`src/rtl/mips_pkg.sv`:
```
// Purpose: shared MIPS pipeline constants and the IF/ID register layout.
// Latency: n/a (types and constants only).
// Backpressure: n/a; decode reuses if_id_t as its input register type.
package mips_pkg;

  localparam int XLEN        = 32;
  localparam int INSTR_BYTES = 4;

  // sll $0,$0,0 encodes as all zeros; used for every bubble.
  localparam logic [XLEN-1:0] NOP_INSTR = 32'h0000_0000;

  typedef struct packed {
    logic [XLEN-1:0] instr;
    logic [XLEN-1:0] pc4;
    logic            valid;
  } if_id_t;

endpackage

```
`src/rtl/fetch_stage_pc_reg.sv`:
```
// Purpose: program counter with next-PC priority mux and sticky misaligned-redirect flag.
// Latency: pc updates one edge after redirect/stall are sampled; pc_plus4 is combinational.
// Backpressure: stall holds pc unless a redirect arrives in the same cycle.
// Ports: clk, rst_n | stall, redirect_valid, redirect_target in | pc, pc_plus4, misalign_err out.
module pc_reg
  import mips_pkg::*;
#(
  parameter logic [XLEN-1:0] RESET_PC = 32'h0000_0000
) (
  input  logic            clk,
  input  logic            rst_n,
  input  logic            stall,
  input  logic            redirect_valid,
  input  logic [XLEN-1:0] redirect_target,
  output logic [XLEN-1:0] pc,
  output logic [XLEN-1:0] pc_plus4,
  output logic            misalign_err
);

  // Wraps silently at the top of the address space.
  assign pc_plus4 = pc + XLEN'(INSTR_BYTES);

  always_ff @(posedge clk or negedge rst_n) begin
    if (!rst_n) begin
      pc           <= RESET_PC;
      misalign_err <= 1'b0;
    end else begin
      // A redirect beats a stall: the stalled instruction is on the wrong path.
      if (redirect_valid) begin
        pc <= {redirect_target[XLEN-1:2], 2'b00};
      end else if (!stall) begin
        pc <= pc_plus4;
      end
      // Sticky until reset; the target is still used with its low bits cleared.
      if (redirect_valid && (redirect_target[1:0] != 2'b00)) begin
        misalign_err <= 1'b1;
      end
    end
  end

endmodule

```
`src/rtl/fetch_stage.sv`:
```
// Purpose: MIPS instruction fetch; drives imem, registers instruction and PC+4 into IF/ID.
// Latency: instruction at pc appears on if_id_* one edge after it is presented.
// Backpressure: stall holds pc and IF/ID; redirect/flush squash IF/ID to a bubble.
// Ports: clk, rst_n, stall, flush, redirect_valid/target, imem_rdata in |
//        imem_addr, if_id_instr, if_id_pc4, if_id_valid, misalign_err, fetch_count out.
module fetch_stage
  import mips_pkg::*;
#(
  parameter logic [31:0] RESET_PC  = 32'h0000_0000,
  parameter logic [31:0] NOP_INSTR = mips_pkg::NOP_INSTR,
  parameter int          CNT_W     = 16
) (
  input  logic             clk,
  input  logic             rst_n,
  input  logic             stall,
  input  logic             flush,
  input  logic             redirect_valid,
  input  logic [31:0]      redirect_target,
  output logic [31:0]      imem_addr,
  input  logic [31:0]      imem_rdata,
  output logic [31:0]      if_id_instr,
  output logic [31:0]      if_id_pc4,
  output logic             if_id_valid,
  output logic             misalign_err,
  output logic [CNT_W-1:0] fetch_count
);

  logic [31:0] pc;
  logic [31:0] pc_plus4;
  logic        squash;
  logic        load;
  if_id_t      if_id_q;

  pc_reg #(
    .RESET_PC (RESET_PC)
  ) u_pc_reg (
    .clk             (clk),
    .rst_n           (rst_n),
    .stall           (stall),
    .redirect_valid  (redirect_valid),
    .redirect_target (redirect_target),
    .pc              (pc),
    .pc_plus4        (pc_plus4),
    .misalign_err    (misalign_err)
  );

  assign imem_addr = pc;

  // imem_rdata is only sampled on a load edge, so an X from memory on a
  // squashed or stalled cycle never reaches decode.
  assign squash = redirect_valid | flush;
  assign load   = !squash && !stall;

  always_ff @(posedge clk or negedge rst_n) begin
    if (!rst_n) begin
      if_id_q     <= '{instr: NOP_INSTR, pc4: '0, valid: 1'b0};
      fetch_count <= '0;
    end else if (squash) begin
      if_id_q     <= '{instr: NOP_INSTR, pc4: '0, valid: 1'b0};
    end else if (load) begin
      if_id_q     <= '{instr: imem_rdata, pc4: pc_plus4, valid: 1'b1};
      fetch_count <= fetch_count + 1'b1;
    end
  end

  assign if_id_instr = if_id_q.instr;
  assign if_id_pc4   = if_id_q.pc4;
  assign if_id_valid = if_id_q.valid;

endmodule

```
`config.mk`:
```
export PLATFORM = sky130hd
export DESIGN_NAME = fetch_stage
export DESIGN_NICKNAME = d
export VERILOG_FILES = /design/src/rtl/mips_pkg.sv /design/src/rtl/fetch_stage_pc_reg.sv /design/src/rtl/fetch_stage.sv
export SDC_FILE = /design/constraint.sdc
export NUM_CORES = 1
export LEC_CHECK = 0
export BUFFER_PORTS_ARGS = -buffer_cell sky130_fd_sc_hd__clkbuf_2
export CORE_MARGIN = 4
export CORE_UTILIZATION = 45
export CTS_CLUSTER_SIZE = 12
export DETAILED_ROUTE_END_ITERATION = 10
export PLACE_DENSITY = 0.72
export SYNTH_ARGS = -nofsm -noshare
export SYNTH_HDL_FRONTEND = slang
export SYNTH_SLANG_ARGS = --single-unit
```
`constraint.sdc`:
```
create_clock -name clk -period 2.4 [get_ports clk]
set_input_delay 0.24 -clock clk [delete_from_list [all_inputs] [get_ports clk]]
set_output_delay 0.24 -clock clk [all_outputs]
set_load 0.03 [all_outputs]
```
== Yosys cells after proc, flatten, opt, wreduce, memory -nomap -nowiden ==
Cells that the tools add are included.

* $add $sub $neg: 2
* Multipliers: 0
* Div/mod/pow operators: 0
* $lt $le $gt $ge: 0
* Equality and inequality tests: 1
* Shift-type cells: 0
* Muxes and demuxes: 4
* Bitwise logic cells: 2
* Reductions and logical operators: 7

{| class="wikitable"
|+ Operators with widths
! cell !! count
|-
| $mux 65 || 2
|-
| $mux 32 || 2
|-
| $add 32x3->32 const B || 1
|-
| $add 16x1->16 const B || 1
|-
| $reduce_bool 2->1 || 2
|-
| $logic_and 1x1->1 || 2
|-
| $logic_not 1->1 || 2
|-
| $ne 2x1->1 const B || 1
|-
| $reduce_and 2->1 || 1
|-
| $not 1->1 || 1
|-
| $or 1x1->1 || 1
|}

* Bits in registers: 114
* Latch bits: 0
* Memory bits (writable): 0
* ROM bits: 0
* Input bits: 69
* Output and inout bits: 114
* Memories: 0

== Longest topological paths before layout ==
* Depth after elaboration: 5
* Mapped depth: 7

== Modules after synthesis ==
A second synthesis with hierarchy kept.

* Cell total of the unflattened synthesis: 493
* Area total of the unflattened synthesis: 5,322.6 um^2

{| class="wikitable"
|+ By module, submodules not included
! module !! times used !! cells an instance !! area each (um^2) !! sequential area each (um^2)
|-
| fetch_stage || 1 || 211 || 3,000.4 || 2,026.9
|-
| pc_reg || 1 || 282 || 2,322.2 || 775.7
|}

== Worst setup path after synthesis ==
Ideal clock, no wire load.

* Kind: flip-flop to flip-flop
* Start point: reg u_pc_reg.pc[18]
* End point: reg u_pc_reg.pc[29]
* Arrival: 2.178 ns
* Setup slack: 0.140 ns
* Cell stages (with the launch flop): 7
* Period minus slack after synthesis: 2.260 ns
* Path through: dfrtp_1 > buf_2 > nand4_4 > or4_4 > buf_6 > or4_1 > a31oi_1

* Cells in the longest elaborated chain, start to end: 3

{| class="wikitable"
|+ RTL lines
! item !! line !! source
|-
| start, declared || fetch_stage_pc_reg.sv:15 || <nowiki>output logic [XLEN-1:0] pc,</nowiki>
|-
| start signal, assigned || fetch_stage_pc_reg.sv:30 || <nowiki>pc <= {redirect_target[XLEN-1:2], 2'b00};</nowiki>
|-
| start signal, assigned || fetch_stage_pc_reg.sv:32 || <nowiki>pc <= pc_plus4;</nowiki>
|-
| $add 32x3->32 || fetch_stage_pc_reg.sv:21 || <nowiki>assign pc_plus4 = pc + XLEN'(INSTR_BYTES);</nowiki>
|-
| $mux 32 || fetch_stage_pc_reg.sv:31 || <nowiki>end else if (!stall) begin</nowiki>
|-
| $mux 32 || fetch_stage_pc_reg.sv:29 || <nowiki>if (redirect_valid) begin</nowiki>
|}

No other way between the ends. The select of a mux whose other input is x is not followed.
A chain may end at the register's enable or synchronous reset.

== Final worst setup path ==
* Start point: reg u_pc_reg.pc[10]
* End point: reg u_pc_reg.pc[19]

The elaborated chain is that of the path after synthesis.

==> load_flow_metrics.sql <==
INSERT INTO impl_metrics (metric_group, metric, value, unit) VALUES
('status', 'status', 'finished, final reports clean', ''),
('min_path', 'min_path_type', 'in -> reg', ''),
('sta', 'worst_slack', '215', 'ps'),
('yosys', 'yosys-top-cells-area', 'dfrtp_1 50%, a22o_1 5.4%, xnor2_1 4.8%', ''),
('sta', 'layout_min_cycle_time', '2180', 'ps'),
('yosys', 'post_synth.cell_area_avg', '10.2', 'sq um'),
('route', 'post_drt_via_cell_ratio', '5.83', ''),
('sta', 'grt_setup_unrepaired', 'false', ''),
('power', 'cellLeakagePower', '3.19', 'nW'),
('yosys', 'seq_area_frac_synth', '50.2', '%'),
('power', 'peakVddDrop', '0.472', 'mV'),
('route', 'routed_wl', '15500', 'um'),
('clock_tree', 'cts.htree.levels', '3', ''),
('floorplan', 'die_area', '0.0140', 'sq mm'),
('setup_path', 'critical_path.reg2reg.startpoint', 'u_pc_reg.pc[10]$_DFFE_PN0N_', ''),
('floorplan', 'io-pin-count', '183', ''),
('yosys', 'yosys_warnings', '0', ''),
('placement', 'place.port_buffers', '178', ''),
('global_route', 'antenna_found_initial', '0', ''),
('final_layout', 'area_delta_synth_final', '23.1', '%'),
('global_route', 'maximum_number_of_pins_on_one_net_before_global_route_repair', '64', ''),
('setup_path', 'r2r.worst_path.cells', '4', ''),
('setup_path', 'path_cells', 'nand4_4 > or4_1 > or4_1 > a31oi_1', ''),
('floorplan', 'floorplan.initialDensity', '45.8', '%'),
('route', 'first_iter_violations', '398', ''),
('setup_path', 'critPathLaunchType', 'register', ''),
('yosys', 'synth_enable_flop_cells', '0', ''),
('setup_path', 'worst_path_largest_cell_delay', '710', 'ps'),
('yosys', 'largest_area_contributor_in_the_synthesized_netlist', 'dfrtp_1', ''),
('final_layout', 'post-route-cell-area', '0.00675', 'sq mm'),
('min_path', 'hold-path-cell-count', '3', ''),
('final_layout', 'design.final.nets', '772', ''),
('setup_path', 'critPathRequiredTime', '2670', 'ps'),
('final_layout', 'utilization', '56.4', '%'),
('global_route', 'global_route_wire_length_before_repair', '25300', 'um'),
('setup_path', 'crit_buf_inv', '0', ''),
('final_layout', 'layout-drive-gt1-share', '32.0', '%'),
('setup_path', 'path_delay_family', 'simple AND/OR/NAND/NOR gates', ''),
('clock_tree', 'clock_tree.root_cell', 'clkbuf_16', ''),
('setup_path', 'critPathArrivalTime', '2450', 'ps'),
('clock_tree', 'max-clock-path-buffers', '2', ''),
('clock_tree', 'tritoncts', 'yes', ''),
('floorplan', 'horiz_die_dim', '118', 'um'),
('clock_tree', 'cts_resized', '0', ''),
('route', 'drt_drc_violations_left', '0', ''),
('sta', 'part_of_the_cycle_the_worst_path_needs', '91.0', '%'),
('yosys', 'ys_ff_latch', '110', ''),
('setup_path', 'setup.worst_path.class', 'reg -> reg', ''),
('job', 'drv.max_cap_violation_count', '0', ''),
('setup_path', 'worstPathMaxFanout', '16', ''),
('placement', 'detailed_place.area', '0.00648', 'sq mm'),
('placement', 'place.detailed.instances', '836', ''),
('route', 'num_vias', '4959', ''),
('sta', 'setup_viol', '0', ''),
('yosys', 'synth_common_cells', '110 x dfrtp_1, 57 x nand2_1, 34 x a22o_1, 34 x o21ai_0, 31 x clkbuf_1', ''),
('floorplan', 'std_cell_rows', '40', ''),
('sta', 'clock-skew-final', '6.00', 'ps'),
('power', 'power_per_cell_area', '648', 'mW/mm^2'),
('global_route', 'globalRouteOverflowTotal', '0', ''),
('clock_tree', 'clk_pin_slew_worst_paths', '60', 'ps'),
('power', 'power.total', '4.37', 'mW'),
('floorplan', 'fp.dieH', '118', 'um'),
('sta', 'max_freq', '458', 'MHz'),
('sta', 'final_hold_vio_count', '0', ''),
('yosys', 'syn_area', '0.00548', 'sq mm'),
('yosys', 'synth_top_area_share', '50.2', '%'),
('setup_path', 'crit_path_start', 'u_pc_reg.pc[10]$_DFFE_PN0N_', ''),
('sta', 'setup_total_negative_slack', '0', 'ps'),
('route', 'drt_first_pass_iters', '5', ''),
('sta', 'slew_violations', '0', ''),
('final_layout', 'largest_register_ff_count', '32', '');
## layer usage
metal / up-vias / global-route usage (%) / part of all wire, % / wire length [um]
met5: - / 0 / 0 / 0
met4: 0 / 9.38 / 2.1 / 323
met3: 19 / 4.26 / 6.0 / 934
met2: 181 / 37.7 / 50 / 7730
met1: 2454 / 28.3 / 42 / 6490
li1: 2305 / - / - / -
## tightest hold or removal path: cells and delay by family
family | cells | cell delay (ps)
buffers and inverters | 1 | 80
and+or+nand+nor | 1 | 40
AOI/OAI and AO/OA | 1 | 50
## area by class of cell
cell class              instances  area (sq um)
clock buffers                  13           250
clock inverters                 1          7.51
fillers                      1059          5220
inverters                       3          11.3
multi-input cells             373          2420
flip-flops and latches        110          2750
well taps                     147           184
repair buffers                204          1120
## path summary, 6_finish.rpt
check | slack (ps) | end
worst min register to register | 480 | u_pc_reg.misalign_err$_DFFE_PN0P_
min in group asynchronous | 370 | if_id_valid$_DFFE_PN0P_
worst max-delay path | 220 | u_pc_reg.pc[19]$_DFFE_PN0N_
worst min-delay path | 110 | u_pc_reg.pc[7]$_DFFE_PN0N_
worst max register to register | 220 | u_pc_reg.pc[19]$_DFFE_PN0N_
max in group asynchronous | 1270 | u_pc_reg.pc[2]$_DFFE_PN0N_
## cells by family after synthesis
group / after synthesis / share of synthesized area, %
XOR/XNOR: 43 / 6.87
other: 1 / 0.0684
AO/OA/AOI/OAI: 119 / 15.8
flip-flops: 110 / 50.2
AND/OR/NAND/NOR: 204 / 20.5
buffers and inverters: 59 / 5.89
multiplexers: 1 / 0.183
adder cells (fa/ha/maj): 2 / 0.457
## report_power, final
group	internal [mW]	switching (mW)
Sequential	1.98	0.165
Combinational	0.296	0.591
Clock	0.723	0.622
## layout by cell type, fill, tap and decap left out, drive strengths merged, types with 2 or more instances in the layout
master and instances:
nor3 15, xor2 13, conb 4, nand2 57, ha 2, a22o 34
nand2b 2, nand4b 4, clkbuf 190, or4 17, and3 6, and4 6
o211ai 9, nand4 19, nor4 13, or3 5, buf 26, xnor2 30
inv 3, dfrtp 110, a221o 4, o21ai 34, nand3 27, a31oi 14
nor2 25, a32oi 6, o311a 4, o31ai 10, nor3b 2
## what timing repair did
action / CTS / global route
buffers inserted: 0 / 0
hold buffers: 1 / 0
hold endpoints to repair: 28 / 0
(Power assumes the default switching activity.)
